## src/rtl/if_fetch.sv

```systemverilog
// if_fetch: instruction fetch stage with a one-entry skid buffer and redirect handling.
// Latency: imem_resp data reaches if_pc_o/if_ir_o on the next rising edge (one cycle),
//   or one cycle after stall_i drops if the instruction was parked in the skid buffer.
// Backpressure: stall_i freezes the output registers; a response that arrives under stall
//   is parked in the skid buffer and no new request is issued until it drains.
//
// Ports:
//   clk, rst                      clock, synchronous active-high reset
//   stall_i                       decode cannot accept this cycle
//   redirect_i, redirect_pc_i     flush and refetch from redirect_pc_i
//   imem_read, imem_address       instruction memory request (held stable until imem_resp)
//   imem_resp, imem_rdata         one-cycle response pulse and instruction word
//   if_pc_o, if_ir_o, if_valid_o  instruction presented to decode (if_valid_o=0 is a bubble)
module if_fetch #(
  parameter logic [31:0] RESET_PC = 32'h4000_0000
) (
  input  logic        clk,
  input  logic        rst,
  input  logic        stall_i,
  input  logic        redirect_i,
  input  logic [31:0] redirect_pc_i,
  output logic        imem_read,
  output logic [31:0] imem_address,
  input  logic        imem_resp,
  input  logic [31:0] imem_rdata,
  output logic [31:0] if_pc_o,
  output logic [31:0] if_ir_o,
  output logic        if_valid_o
);

  localparam logic [31:0] NOP = 32'h0000_0013;

  typedef enum logic [1:0] {
    ST_REQ  = 2'd0,
    ST_HOLD = 2'd1,
    ST_DROP = 2'd2
  } state_t;

  state_t      state_q, state_d;
  logic [31:0] pc_q, pc_d;           // next PC to fetch
  logic [31:0] drop_pc_q, drop_pc_d; // address of the in-flight request being discarded
  logic [31:0] skid_pc_q, skid_pc_d;
  logic [31:0] skid_ir_q, skid_ir_d;
  logic [31:0] out_pc_q, out_pc_d;
  logic [31:0] out_ir_q, out_ir_d;
  logic        out_vld_q, out_vld_d;

  logic [31:0] redirect_tgt;
  logic [31:0] pc_inc;

  // Targets are always word aligned; the low two bits are simply masked off.
  assign redirect_tgt = redirect_pc_i & 32'hFFFF_FFFC;
  assign pc_inc       = pc_q + 32'd4;

  // HOLD issues nothing; DROP keeps presenting the abandoned address so the
  // memory handshake stays stable until its response retires it.
  assign imem_read    = (state_q != ST_HOLD);
  assign imem_address = (state_q == ST_DROP) ? drop_pc_q : pc_q;

  assign if_pc_o    = out_pc_q;
  assign if_ir_o    = out_ir_q;
  assign if_valid_o = out_vld_q;

  always_comb begin
    state_d   = state_q;
    pc_d      = pc_q;
    drop_pc_d = drop_pc_q;
    skid_pc_d = skid_pc_q;
    skid_ir_d = skid_ir_q;
    out_pc_d  = out_pc_q;
    out_ir_d  = out_ir_q;
    out_vld_d = out_vld_q;

    unique case (state_q)
      ST_REQ: begin
        if (redirect_i) begin
          pc_d      = redirect_tgt;
          out_vld_d = 1'b0;
          if (!imem_resp) begin
            // Request still in flight: remember its address and wait it out.
            drop_pc_d = pc_q;
            state_d   = ST_DROP;
          end
        end else if (imem_resp) begin
          pc_d = pc_inc;
          if (stall_i) begin
            skid_pc_d = pc_q;
            skid_ir_d = imem_rdata;
            state_d   = ST_HOLD;
          end else begin
            out_pc_d  = pc_q;
            out_ir_d  = imem_rdata;
            out_vld_d = 1'b1;
          end
        end else if (!stall_i) begin
          out_vld_d = 1'b0;
        end
      end

      ST_HOLD: begin
        if (redirect_i) begin
          pc_d      = redirect_tgt;
          out_vld_d = 1'b0;
          state_d   = ST_REQ;
        end else if (!stall_i) begin
          out_pc_d  = skid_pc_q;
          out_ir_d  = skid_ir_q;
          out_vld_d = 1'b1;
          state_d   = ST_REQ;
        end
      end

      ST_DROP: begin
        // Outputs are already a bubble here (entry is only via redirect).
        if (redirect_i) begin
          pc_d      = redirect_tgt;
          out_vld_d = 1'b0;
        end
        if (imem_resp) begin
          state_d = ST_REQ;
        end
      end

      default: begin
        state_d = ST_REQ;
      end
    endcase
  end

  always_ff @(posedge clk) begin
    if (rst) begin
      state_q   <= ST_REQ;
      pc_q      <= RESET_PC;
      drop_pc_q <= 32'h0;
      skid_pc_q <= 32'h0;
      skid_ir_q <= 32'h0;
      out_pc_q  <= 32'h0;
      out_ir_q  <= NOP;
      out_vld_q <= 1'b0;
    end else begin
      state_q   <= state_d;
      pc_q      <= pc_d;
      drop_pc_q <= drop_pc_d;
      skid_pc_q <= skid_pc_d;
      skid_ir_q <= skid_ir_d;
      out_pc_q  <= out_pc_d;
      out_ir_q  <= out_ir_d;
      out_vld_q <= out_vld_d;
    end
  end

endmodule

```

## config.mk

```make
export PLATFORM = sky130hd
export DESIGN_NAME = if_fetch
export DESIGN_NICKNAME = d
export VERILOG_FILES = /design/src/rtl/if_fetch.sv
export SDC_FILE = /design/constraint.sdc
export NUM_CORES = 1
export LEC_CHECK = 0
export ABC_AREA = 1
export CORE_ASPECT_RATIO = 0.75
export CORE_MARGIN = 2
export CORE_UTILIZATION = 52
export DETAILED_ROUTE_END_ITERATION = 8
export PLACE_DENSITY_LB_ADDON = 0.1
export SLEW_MARGIN = 20
export SYNTH_ARGS = -nofsm -noshare
export SYNTH_HDL_FRONTEND = slang
export SYNTH_SLANG_ARGS = --single-unit
```

## constraint.sdc

```tcl
create_clock -name clk -period 2 [get_ports clk]
set_input_delay 0.2 -clock clk [delete_from_list [all_inputs] [get_ports clk]]
set_output_delay 0.2 -clock clk [all_outputs]
set_load 0.005 [all_outputs]
```

## Word level (Yosys, flattened, before mapping)

Index checks and enable logic that the tools add are counted.

| storage, ports and cells | value |
|---|---|
| register bits after elaboration | 195 |
| input bits | 69 |
| output and inout bits | 98 |
| word-level logic and storage cells | 70 |

| cells by class | value |
|---|---|
| add/sub/neg operators | 1 |
| equality and inequality tests | 16 |
| mux-type cells | 32 |
| bitwise gates (word level) | 2 |
| reduce and logical (&&, ||, !) cells | 11 |

Operators with widths:

| cell | count |
|---|---|
| $mux 32 | 14 |
| $pmux 32 s2 | 3 |
| $add 32x3->32 const B | 1 |
| $mux 2 | 7 |
| $ne 2x2->1 const B | 7 |
| $ne 3x3->1 const B | 4 |
| $reduce_and 3->1 | 3 |
| $mux 1 | 6 |
| $pmux 2 s3 | 1 |
| $reduce_and 6->1 | 1 |
| $reduce_and 5->1 | 1 |
| $ne 2x1->1 const B | 2 |
| $ne 4x4->1 const B | 1 |
| $reduce_and 4->1 | 1 |
| $reduce_bool 2->1 | 2 |
| $pmux 1 s3 | 1 |
| $reduce_bool 3->1 | 1 |
| $eq 2x1->1 const B | 1 |
| $eq 2x2->1 const B | 1 |
| $logic_not 2->1 | 1 |
| $not 1->1 | 2 |
| $reduce_or 2->1 | 1 |

## Logic depth before layout (Yosys ltp)

| logic depth | value |
|---|---|
| depth after elaboration | 4 |
| mapped depth | 11 |

## Worst setup path after synthesis

OpenSTA, ideal clock, no wires.

| timing path | value |
|---|---|
| kind | reg2reg |
| from | reg state_q[0] |
| to | reg pc_q[6] |
| data arrival time | 1.590 ns |
| path slack | 0.324 ns |
| cell stages (with the launch flop) | 11 |
| buffers on the path | 2 |
| period minus slack after synthesis | 1.676 ns |
| cells stage by stage | dfxtp_1 inv_1 ha_1 inv_1 nand2_1 inv_1 o22ai_2 buf_2 buf_2 a21oi_1 a211oi_1 |

| between the ends | value |
|---|---|
| word-level cells in the longest chain between the ends | 4 |
| elaborated cells between the ends (all ways) | 9 |
| those cells by class | 4 x eq/ne; 1 x mux; 4 x reduce/logical |

RTL lines:

| item | RTL line | text |
|---|---|---|
| start, declared | 39 | `state_t state_q, state_d;` |
| start signal, assigned | 141 | `state_q <= state_d;` |
| $eq 2x2->1 or $eq 2x1->1 (tied branches) | 74 | `unique case (state_q)` |
| $reduce_or 2->1 (no source line) | -- |  |
| $ne 2x1->1 (no source line) or $reduce_bool 2->1 (tied branches) | -- |  |
| $reduce_and 3->1 (no source line) | -- |  |
| end signal, assigned | 142 | `pc_q <= pc_d;` |
| end, declared | 40 | `logic [31:0] pc_q, pc_d;` |

Parallel ways exist; a longest one is shown, timed or not.
A chain may end at the register's enable or synchronous reset.

## Worst setup path in the final report

| timing path | value |
|---|---|
| from | reg state_q[0] |
| to | out imem_address[7] |

| between the ends | value |
|---|---|
| word-level cells in the longest chain between the ends | 2 |

RTL lines:

| item | RTL line | text |
|---|---|---|
| $eq 2x2->1 | 58 | `assign imem_address = (state_q == ST_DROP) ? drop_pc_q : pc_q;` |
| $mux 32 | 58 |  |
| end, declared | 23 | `output logic [31:0] imem_address,` |

Every way passes these cells.

==> results.ini <==
[setup_path]
timing.critical_path.buf_inv = 4
worstPathArrival_ps = 1780
crit_slowest_cell = dfxtp_2
max_stage_delay_ps = 350
path_class = flip-flop to output port
startpoint_type = flip-flop
crit_path_end = imem_address[7]
cp.depth = 6
crit_chain = inv_2 -> ha_4 -> buf_4 -> clkbuf_16 -> o21ai_1 -> dlygate4sd2_1
cp_top_family = buffers and inverters
worstPathRequired_ps = 1800
r2r-start = state_q[1]
r2r_slack_ps = 100
ff2ff_path_depth = 10
worstSetupStartpoint = state_q[0]
worstReg2RegEnd = pc_q[21]
cp_max_fo = 17
end_kind = output port

[timing]
finalSetupViolations = 0
finClkSkew_ps = 10.7
finalMaxSlewViolations = 0
post-route-period-util_pct = 99.0
maxSlewHeadroom_pct = 52.8
clock.fmax_mhz = 505
finalWorstSetupSlack_ps = 20.8
fin_crit_ps = 1980
tightest_slew_ps = 708
finalHoldViolCount = 0
final.setup.tns_ps = 0
rsz0062_at_grt = yes

[final_layout]
drive_above_1_share_pct = 8.83
multiInputGateArea_um2 = 4160
stdcell_area_um2 = 11200
fin_util_pct = 69.9
antennaDiodeCount = 0
nFillCells = 1415
syn2layout_area_growth_pct = 31.3
register_area_um2 = 3750
layout_commonest_cell = nand2_1
stdcell_count = 1615
mostFrequentLayoutCells = nand2_1, dfxtp_1, o21ai_0, clkdlybuf4s50_1, nor2_1
fin_nets = 1466

[power]
p_leak_uw = 0.00441
peakVddDrop_mv = 0.836
power.density_nw_per_um2 = 972

[flow_run]
cap_violations = 0

[detailed_routing]
route.detailed.drc = 0
firstDrtPassIters = 5
num_vias = 9019
routedWlPerCell_um = 16.4
totalWireLength_um = 26400
ant_nets = 0
vias_per_cell = 5.58
drt-initial-drc-count = 903

[global_route]
first_global_vias = 7704
grt-ovfl-total = 0
grt_max_degree = 129
grt_usage_pct = 28.3
grt_first_pass_wirelength_um = 40200
antenna_found_initial = 0

[floorplanning]
die-area_um2 = 17400
start_util_pct = 53.2
fp.coreArea_um2 = 16000
die_w_um = 152
num_io_pins = 167
rows = 40
chipHeight_um = 115

[synth]
yosys.area.top_type = dfxtp_1
synthesis.area_um2 = 8520
synth_seq_cells = 187
yosysUniqueCellTypes = 29
syn_avg_cell_area_um2 = 6.84
synth-seq-area-share_pct = 43.9
synthTopCellsByArea = dfxtp_1, nand2_1, o21ai_0
synthCells = 1246
synth_warnings = 0
synth_top_area_share_pct = 43.9

[clock_tree]
numCtsBuffers = 17
tritoncts = done
cts_root_buf = clkbuf_16
clockBufferDepth = 2
clock-sinks = 187
htree_levels = 4
clk_latency_ps = 440
cts.clk_slew.worst_paths_ps = 70

[outcome]
status = completed

[worst_hold_path]
hold_class = input port to flip-flop

[placement]
dp_hpwl_um = 16500
placed_area_um2 = 10500
place_ws_ps = 33.0
placed_cells = 1573
place_congestion = 0.974
port_buffers = 160

## timing repair
action                     4_1_cts  5_1_grt
setup buffers                    0        6
pin swaps                        0        3
setup endpoints to repair       30       59
resized for setup               46       32
hold buffers                     0        0
cloned                           0        4
## worst min-delay path by stage
stage                         startpoint  cells past startpoint  slack, ps             to
final                                rst                      5        290  skid_pc_q[19]
after floorplan           imem_rdata[10]                      2        330  skid_ir_q[10]
after global placement     drop_pc_q[21]                      2        450  drop_pc_q[21]
after CTS                  imem_rdata[6]                      3        310   skid_ir_q[6]
after detailed placement    drop_pc_q[5]                      2        450   drop_pc_q[5]
after global routing       imem_rdata[6]                      3        330   skid_ir_q[6]
## metal layers
metal | track usage, % | vias to the layer above | wire length (um)
li1 | - | 4420 | -
met1 | 41.3 | 4124 | 12200
met2 | 42.7 | 446 | 11300
met3 | 6.07 | 29 | 2570
met4 | 7.85 | 0 | 377
met5 | 0 | - | 0
## per-stage QoR
step | hold WS [ps] | power, uW
after global placement | 448 | 7470
after floorplan | 328 | 6050
final | 288 | 10900
after CTS | 313 | 10700
after detailed placement | 453 | 7510
after global routing | 330 | 11400
## worst reg2reg max path, stage by stage, from the launching register on
cell and delay, ps:
dfxtp_2 370, inv_1 80, ha_1 350, nor2_4 240, nand4_1 210, nor2_1 140, buf_4 150, nand3_1 70
nand2_1 60, nand2_1 50, a21oi_1 120
## logic make-up after synthesis
family                     after synthesis  share of synthesized area, %
xor gates and xnor gates                 1                         0.103
DFF                                    187                          43.9
buffers and inverters                  164                          8.03
AOI/OAI and AO/OA                      355                          22.2
adders and majority gates                5                         0.734
other                                    1                        0.0440
and+or+nand+nor                        533                          25.0
## registers in the layout, indices dropped and copies added (netlist names)
register and count:
state_q 2, if_valid_o 1, drop_pc_q 30, skid_ir_q 32, skid_pc_q 30, pc_q 30
if_ir_o 32, if_pc_o 30
## cell usage after synthesis (all sizes together)
cell and count:
nor2 120, ha 5, a21oi 107, o21ai 176
buf 37, a21boi 1, dfxtp 187, clkbuf 57
a31oi 61, conb 1, o31ai 1, nand3 63
inv 70, nand4 5, o211ai 5, o22ai 1
nand2 339, nand3b 1, xor2 1, or2 1
nor3 4, a211oi 3
## cell type report
cell class,instances,area share [%]
repair buffers,217,19.4
flip-flops and latches,187,33.5
multi-input cells,898,37.2
clock buffers,18,3.93
repair inverters,1,0.0671
well taps,210,2.35
clock inverters,14,1.16
inverters,70,2.40
## power by group
part | internal, uW | leakage [uW] | switching (uW)
clock | 1670 | 0.000272 | 1620
combinational | 1330 | 0.00261 | 1790
sequential | 4130 | 0.00153 | 328
total | 7130 | 0.00441 | 3740
Power figures use the tool's default switching activity.
